## config.mk

```make
export PLATFORM = sky130hd
export DESIGN_NAME = sha256_kconst_seq
export DESIGN_NICKNAME = d
export VERILOG_FILES = /design/src/rtl/sha256_kconst_seq.sv
export SDC_FILE = /design/constraint.sdc
export NUM_CORES = 1
export LEC_CHECK = 0
export ABC_AREA = 1
export CORE_ASPECT_RATIO = 1.5
export CORE_MARGIN = 2
export CORE_UTILIZATION = 55
export DETAILED_ROUTE_END_ITERATION = 10
export PLACE_DENSITY = 0.87
export SLEW_MARGIN = 20
export SYNTH_ARGS = -nofsm -noshare
export SYNTH_HDL_FRONTEND = slang
export SYNTH_SLANG_ARGS = --single-unit
```

## constraint.sdc

```tcl
create_clock -name CLK -period 4.6 [get_ports CLK]
set_input_delay 0.69 -clock CLK [delete_from_list [all_inputs] [get_ports CLK]]
set_output_delay 0.69 -clock CLK [all_outputs]
set_load 0.02 [all_outputs]
```

## src/rtl/sha256_kconst_seq.sv

```systemverilog
// SHA-256 round-constant sequencer.
// Once the RAM preload is complete, a START request streams K[0..ROUNDS-1]
// out of RAM to the compression core over a valid/ready handshake. Reads are
// issued ahead into a two-entry in-order buffer, so with K_READY held high
// one constant is delivered every cycle.
module sha256_kconst_seq #(
  parameter int unsigned       ADDR_W = 15,
  parameter int unsigned       DATA_W = 32,
  parameter int unsigned       ROUNDS = 64,
  parameter logic [ADDR_W-1:0] K_BASE = '0
) (
  input  logic                      CLK,
  input  logic                      RST_N,
  input  logic                      INIT_COMPLETE,
  input  logic                      START,
  output logic [ADDR_W-1:0]         RAM_ADDR,
  output logic                      RAM_EN_N,
  input  logic [DATA_W-1:0]         RAM_DATA,
  output logic [DATA_W-1:0]         K_DATA,
  output logic [$clog2(ROUNDS)-1:0] K_ROUND,
  output logic                      K_LAST,
  output logic                      K_VALID,
  input  logic                      K_READY,
  output logic                      BUSY,
  output logic                      DONE,
  output logic                      ABORT
);

  localparam int unsigned      CNT_W    = $clog2(ROUNDS);
  // The issue counter needs one extra bit so it can reach ROUNDS and stop.
  localparam logic [CNT_W:0]   ROUNDS_C = (CNT_W+1)'(ROUNDS);
  localparam logic [CNT_W-1:0] LAST_RND = CNT_W'(ROUNDS-1);

  typedef enum logic [1:0] {ST_IDLE, ST_RUN, ST_FINISH} state_t;

  state_t            state_q, state_d;
  logic [CNT_W:0]    issue_cnt_q, issue_cnt_d;
  logic [CNT_W-1:0]  fl_rnd_q, fl_rnd_d;
  logic [1:0]        buf_cnt_q, buf_cnt_d;
  logic [DATA_W-1:0] head_data_q, head_data_d, tail_data_q, tail_data_d;
  logic [CNT_W-1:0]  head_rnd_q, head_rnd_d, tail_rnd_q, tail_rnd_d;
  logic [ADDR_W-1:0] ram_addr_q, ram_addr_d;
  logic              ram_en_n_q, ram_en_n_d;
  logic              busy_q, busy_d, done_q, done_d, abort_q, abort_d;

  logic              k_valid, k_last, inflight, xfer, do_issue;
  logic [1:0]        occ_next;

  // RAM word address of constant idx; wraps naturally at 2^ADDR_W.
  function automatic logic [ADDR_W-1:0] rd_addr(input logic [CNT_W:0] idx);
    return K_BASE + ADDR_W'(idx);
  endfunction

  assign k_valid  = (buf_cnt_q != 2'd0);
  assign k_last   = k_valid && (head_rnd_q == LAST_RND);
  // A read is in flight during exactly the cycle its enable is low.
  assign inflight = ~ram_en_n_q;
  assign xfer     = k_valid && K_READY;
  // Occupancy seen at the next edge, counting the read now in flight.
  assign occ_next = buf_cnt_q + {1'b0, inflight} - {1'b0, xfer};
  assign do_issue = (state_q == ST_RUN) && INIT_COMPLETE &&
                    (issue_cnt_q < ROUNDS_C) && (occ_next < 2'd2);

  // Next-state, read-issue and buffer push/pop decisions.
  always_comb begin
    state_d     = state_q;
    issue_cnt_d = issue_cnt_q;
    fl_rnd_d    = fl_rnd_q;
    buf_cnt_d   = buf_cnt_q;
    head_data_d = head_data_q;
    head_rnd_d  = head_rnd_q;
    tail_data_d = tail_data_q;
    tail_rnd_d  = tail_rnd_q;
    ram_addr_d  = ram_addr_q;
    ram_en_n_d  = 1'b1;
    busy_d      = busy_q;
    done_d      = 1'b0;
    abort_d     = 1'b0;

    case (state_q)
      ST_IDLE: begin
        if (START && INIT_COMPLETE) begin
          state_d     = ST_RUN;
          busy_d      = 1'b1;
          issue_cnt_d = '0;
          buf_cnt_d   = 2'd0;
        end
      end

      ST_RUN: begin
        if (!INIT_COMPLETE) begin
          // Preload invalidated: drop buffered words and the in-flight read.
          state_d   = ST_IDLE;
          busy_d    = 1'b0;
          abort_d   = 1'b1;
          buf_cnt_d = 2'd0;
        end else begin
          case ({inflight, xfer})
            2'b10: begin
              if (buf_cnt_q == 2'd0) begin
                head_data_d = RAM_DATA;
                head_rnd_d  = fl_rnd_q;
              end else begin
                tail_data_d = RAM_DATA;
                tail_rnd_d  = fl_rnd_q;
              end
              buf_cnt_d = buf_cnt_q + 2'd1;
            end
            2'b01: begin
              head_data_d = tail_data_q;
              head_rnd_d  = tail_rnd_q;
              buf_cnt_d   = buf_cnt_q - 2'd1;
            end
            2'b11: begin
              if (buf_cnt_q == 2'd1) begin
                head_data_d = RAM_DATA;
                head_rnd_d  = fl_rnd_q;
              end else begin
                head_data_d = tail_data_q;
                head_rnd_d  = tail_rnd_q;
                tail_data_d = RAM_DATA;
                tail_rnd_d  = fl_rnd_q;
              end
            end
            default: ;
          endcase

          if (do_issue) begin
            ram_en_n_d  = 1'b0;
            ram_addr_d  = rd_addr(issue_cnt_q);
            fl_rnd_d    = issue_cnt_q[CNT_W-1:0];
            issue_cnt_d = issue_cnt_q + 1'b1;
          end

          if (xfer && k_last) begin
            state_d = ST_FINISH;
            busy_d  = 1'b0;
            done_d  = 1'b1;
          end
        end
      end

      ST_FINISH: state_d = ST_IDLE;

      default: state_d = ST_IDLE;
    endcase
  end

  // All state, buffer and registered outputs.
  always_ff @(posedge CLK or negedge RST_N) begin
    if (!RST_N) begin
      state_q     <= ST_IDLE;
      issue_cnt_q <= '0;
      fl_rnd_q    <= '0;
      buf_cnt_q   <= 2'd0;
      head_data_q <= '0;
      head_rnd_q  <= '0;
      tail_data_q <= '0;
      tail_rnd_q  <= '0;
      ram_addr_q  <= '0;
      ram_en_n_q  <= 1'b1;
      busy_q      <= 1'b0;
      done_q      <= 1'b0;
      abort_q     <= 1'b0;
    end else begin
      state_q     <= state_d;
      issue_cnt_q <= issue_cnt_d;
      fl_rnd_q    <= fl_rnd_d;
      buf_cnt_q   <= buf_cnt_d;
      head_data_q <= head_data_d;
      head_rnd_q  <= head_rnd_d;
      tail_data_q <= tail_data_d;
      tail_rnd_q  <= tail_rnd_d;
      ram_addr_q  <= ram_addr_d;
      ram_en_n_q  <= ram_en_n_d;
      busy_q      <= busy_d;
      done_q      <= done_d;
      abort_q     <= abort_d;
    end
  end

  assign RAM_ADDR = ram_addr_q;
  assign RAM_EN_N = ram_en_n_q;
  assign K_DATA   = head_data_q;
  assign K_ROUND  = head_rnd_q;
  assign K_LAST   = k_last;
  assign K_VALID  = k_valid;
  assign BUSY     = busy_q;
  assign DONE     = done_q;
  assign ABORT    = abort_q;

endmodule

```

==> results by group <==
Routing
  – Routed vias/inst: 5.60
  – Highest Signal Layer: met4
  – Met3 wire length: 692 um
  – Final wirelength: 11.1 mm
  – Detailed-route DRC error count: 0
  – Vias: 4040
  – Metal-1 WL: 4.48 mm
  – Met2 WL: 5.62 mm
  – Iter 0 DRT Violations: 272
  – Remaining antenna violation count: 0
  – Drt pass-1 iters: 5
  – Wirelength per Cell: 15.4 um

Final layout
  – Area Overhead vs Synth: 23.8%
  – N_diodes: 0
  – Final core occ: 0.693
  – Number of fill cells: 656
  – Layout cells sized above 1: 0.0732
  – Design area: 5760 sq um
  – Cell Count, Final, Fillers Out: 722
  – Fin nets: 656

Placed design
  – Placed Area: 5500 sq um
  – Post-DP HPWL: 7.31 mm
  – Cell Count Post-Placement: 708
  – Port buffer count: 87
  – Gpl congestion: 0.899
  – Pre-CTS setup slack: 1.48 ns

Floorplanning
  – Core area: 8310 sq um
  – Die Wd: 79.1 um
  – Die Ht: 117 um
  – Die area: 9230 sq um
  – Row cnt: 41
  – Initial Utilization: 0.560
  – Top-level I/O count: 96

Clock network
  – Postcts setup bufs: 0
  – CTS Sinks: 98
  – Worst-path clk slew: 0.06 ns
  – # H-tree levels: 3
  – CTS Hold Bufs: 0
  – TritonCTS clock tree: done
  – CTS Root Cell: clkbuf_16
  – PostCTS Resize Cnt: 0
  – Total CTS buffers: 9
  – Clock latency on the worst-skew pair: 0.34 ns
  – Clock buffer depth: 2

Timing
  – Post-layout min period: 2.85 ns
  – Worst-margin pin slew: 0.762 ns
  – RSZ-0062 raised after global routing: false
  – WHS: 0.406 ns
  – Final setup viols: 0
  – Final number of hold-violating endpoints: 0
  – Final worst setup slack: 1.75 ns
  – Crit share post-route: 0.619
  – Worst clock skew: 0.00626 ns
  – Max Slew Vio Count: 0
  – Max_slew headroom: 0.491
  – Final TNS setup: 0 ns
  – Max Fclk: 0.351 GHz

Yosys
  – Syn Inst Count: 541
  – Syn_area_per_cell: 8.60 sq um
  – Distinct cells, synth: 30
  – Seq/Total Area, Yosys: 0.527
  – Mapped Area: 4650 sq um
  – Post-synthesis register bit count: 98
  – Synth Warn #: 0

Critical path
  – Worst r2r src: buf_cnt_q[1]$_DFFE_PN0P_
  – Crit-path slowest cell: clkdlybuf4s50_1
  – Critical path arrival: 2.16 ns
  – Worst path depth: 5
  – R2R depth: 11
  – Slowest cell delay on critical path: 0.59 ns
  – CP Launch Type: flop
  – CP top delay family: buffers and inverters
  – Crit Path Class: flop to output port
  – CP Data Required Time: 3.91 ns
  – Worst-path cell chain: inv_1 > ha_1 > nor3_1 > and2_1 > clkdlybuf4s50_1
  – Worst setup path start: buf_cnt_q[0]$_DFFE_PN0P_
  – CP max FO: 5
  – Worst path bufs/invs: 2
  – Endpoint type of the worst setup path: output port

Global route
  – First-pass GRT wire length: 18.0 mm
  – Vias in the first global route: 3983
  – Largest net degree at the start of global routing: 77
  – GRT Overall Usage: 0.250
  – Grt ovf: 0
  – Initial antenna violation count: 0

Power
  – Switching Power: 1.49 mW
  – Leak Pwr: 2.62 nW
  – VDD IR max: 333 uV
  – Cell-internal power: 2.30 mW
  – Pwr per Cell Area: 659 nW/um^2
  – Pwr Total: 3.80 mW
  – Logic gate share of total power: 0.434
  – Clock Power Share: 0.179
  – Sequential power share: 0.387
  – Sw frac: 0.393

Outcome
  – Outcome: finished, final reports clean

Flow run
  – Max Cap Violations: 0

Hold path
  – Hold Path Class: input pin to asynchronous set/reset pin
==> layout by cell type, fill, tap and decap left out, types with 7 or more instances in the layout <==
master           count
o21ai_0             81
o21ai_1             33
a21oi_1              7
clkbuf_16            9
clkdlybuf4s50_1     86
o21ai_2             10
ha_1                 7
nor2_1              55
buf_4                7
conb_1               8
inv_1               57
nand3_1             13
a31oi_1             36
dfrtp_1             97
nand2_1             83
==> state kept, by name, indices dropped and copies added (netlist names) <==
signal and cells:
issue_cnt_q 7, tail_data_q 32, K_ROUND 6, RAM_ADDR 2
RAM_EN_N 1, K_DATA 32, BUSY 1, ABORT 1
buf_cnt_q 2, state_q 2, fl_rnd_q 5, DONE 1
tail_rnd_q 6
==> cells by family after synthesis <==
kind of cell	count (synthesis)	share of synthesized area
AO/OA/AOI/OAI	169	0.202
XOR/XNOR	2	0.00377
adder cells (fa/ha/maj)	7	0.0188
buffers and inverters	103	0.105
flip-flops	98	0.527
other	1	0.000806
AND/OR/NAND/NOR	161	0.141
==> power by group through the flow <==
| stage | Clock, mW | Combinational [mW] | Sequential [mW] |
|---|---|---|---|
| floorplan | 0 | 0.782 | 1.65 |
| global placement | 0 | 1.58 | 1.45 |
| detailed placement | 0 | 1.64 | 1.47 |
| CTS | 0.685 | 1.66 | 1.46 |
| global route | 0.726 | 1.81 | 1.50 |
| finish | 0.679 | 1.65 | 1.47 |
==> layer usage <==
metal / vias to the layer above / track usage
met5: - / 0
met4: 0 / 0.132
met3: 25 / 0.0541
met2: 186 / 0.420
met1: 1932 / 0.301
li1: 1897 / -
==> synthesized netlist by cell type (all sizes together) <==
cell type / n / area, sq um
nor2: 58 / 223
inv: 63 / 236
clkbuf: 12 / 46.3
xor2: 1 / 8.76
ha: 7 / 87.6
dfstp: 1 / 26.3
dfrtp: 97 / 2430
nor3: 1 / 5.00
o2111ai: 1 / 15.0
o21ai: 124 / 658
xnor2: 1 / 8.76
nand3: 15 / 92.6
a31oi: 36 / 225
conb: 1 / 3.75
buf: 28 / 208
nand2: 85 / 324
nand3b: 1 / 7.51
and2: 1 / 6.26
a21oi: 8 / 43.8
==> path summary, 6_finish.rpt <==
path                                                    end  slack (ns)
worst max-delay path                                 K_LAST        1.75
worst min-delay path             tail_data_q[6]$_DFFE_PN0P_        0.41
worst max register to register       K_ROUND[1]$_DFFE_PN0P_        1.79
worst min register to register  tail_data_q[28]$_DFFE_PN0P_        0.48
max in group asynchronous       tail_data_q[25]$_DFFE_PN0P_        3.18
min in group CLK                tail_data_q[28]$_DFFE_PN0P_        0.48
==> final cells by class <==
cell class | instances | area [sq um] | area share
Sequential cell | 98 | 2450 | 0.426
Clock buffer | 12 | 246 | 0.0428
Timing Repair Buffer | 93 | 913 | 0.159
Inverter | 63 | 236 | 0.0411
Clock inverter | 2 | 15.0 | 0.00261
Tap cell | 107 | 134 | 0.0232
Multi-Input combinational cell | 347 | 1760 | 0.306
(Power assumes the default switching activity.)
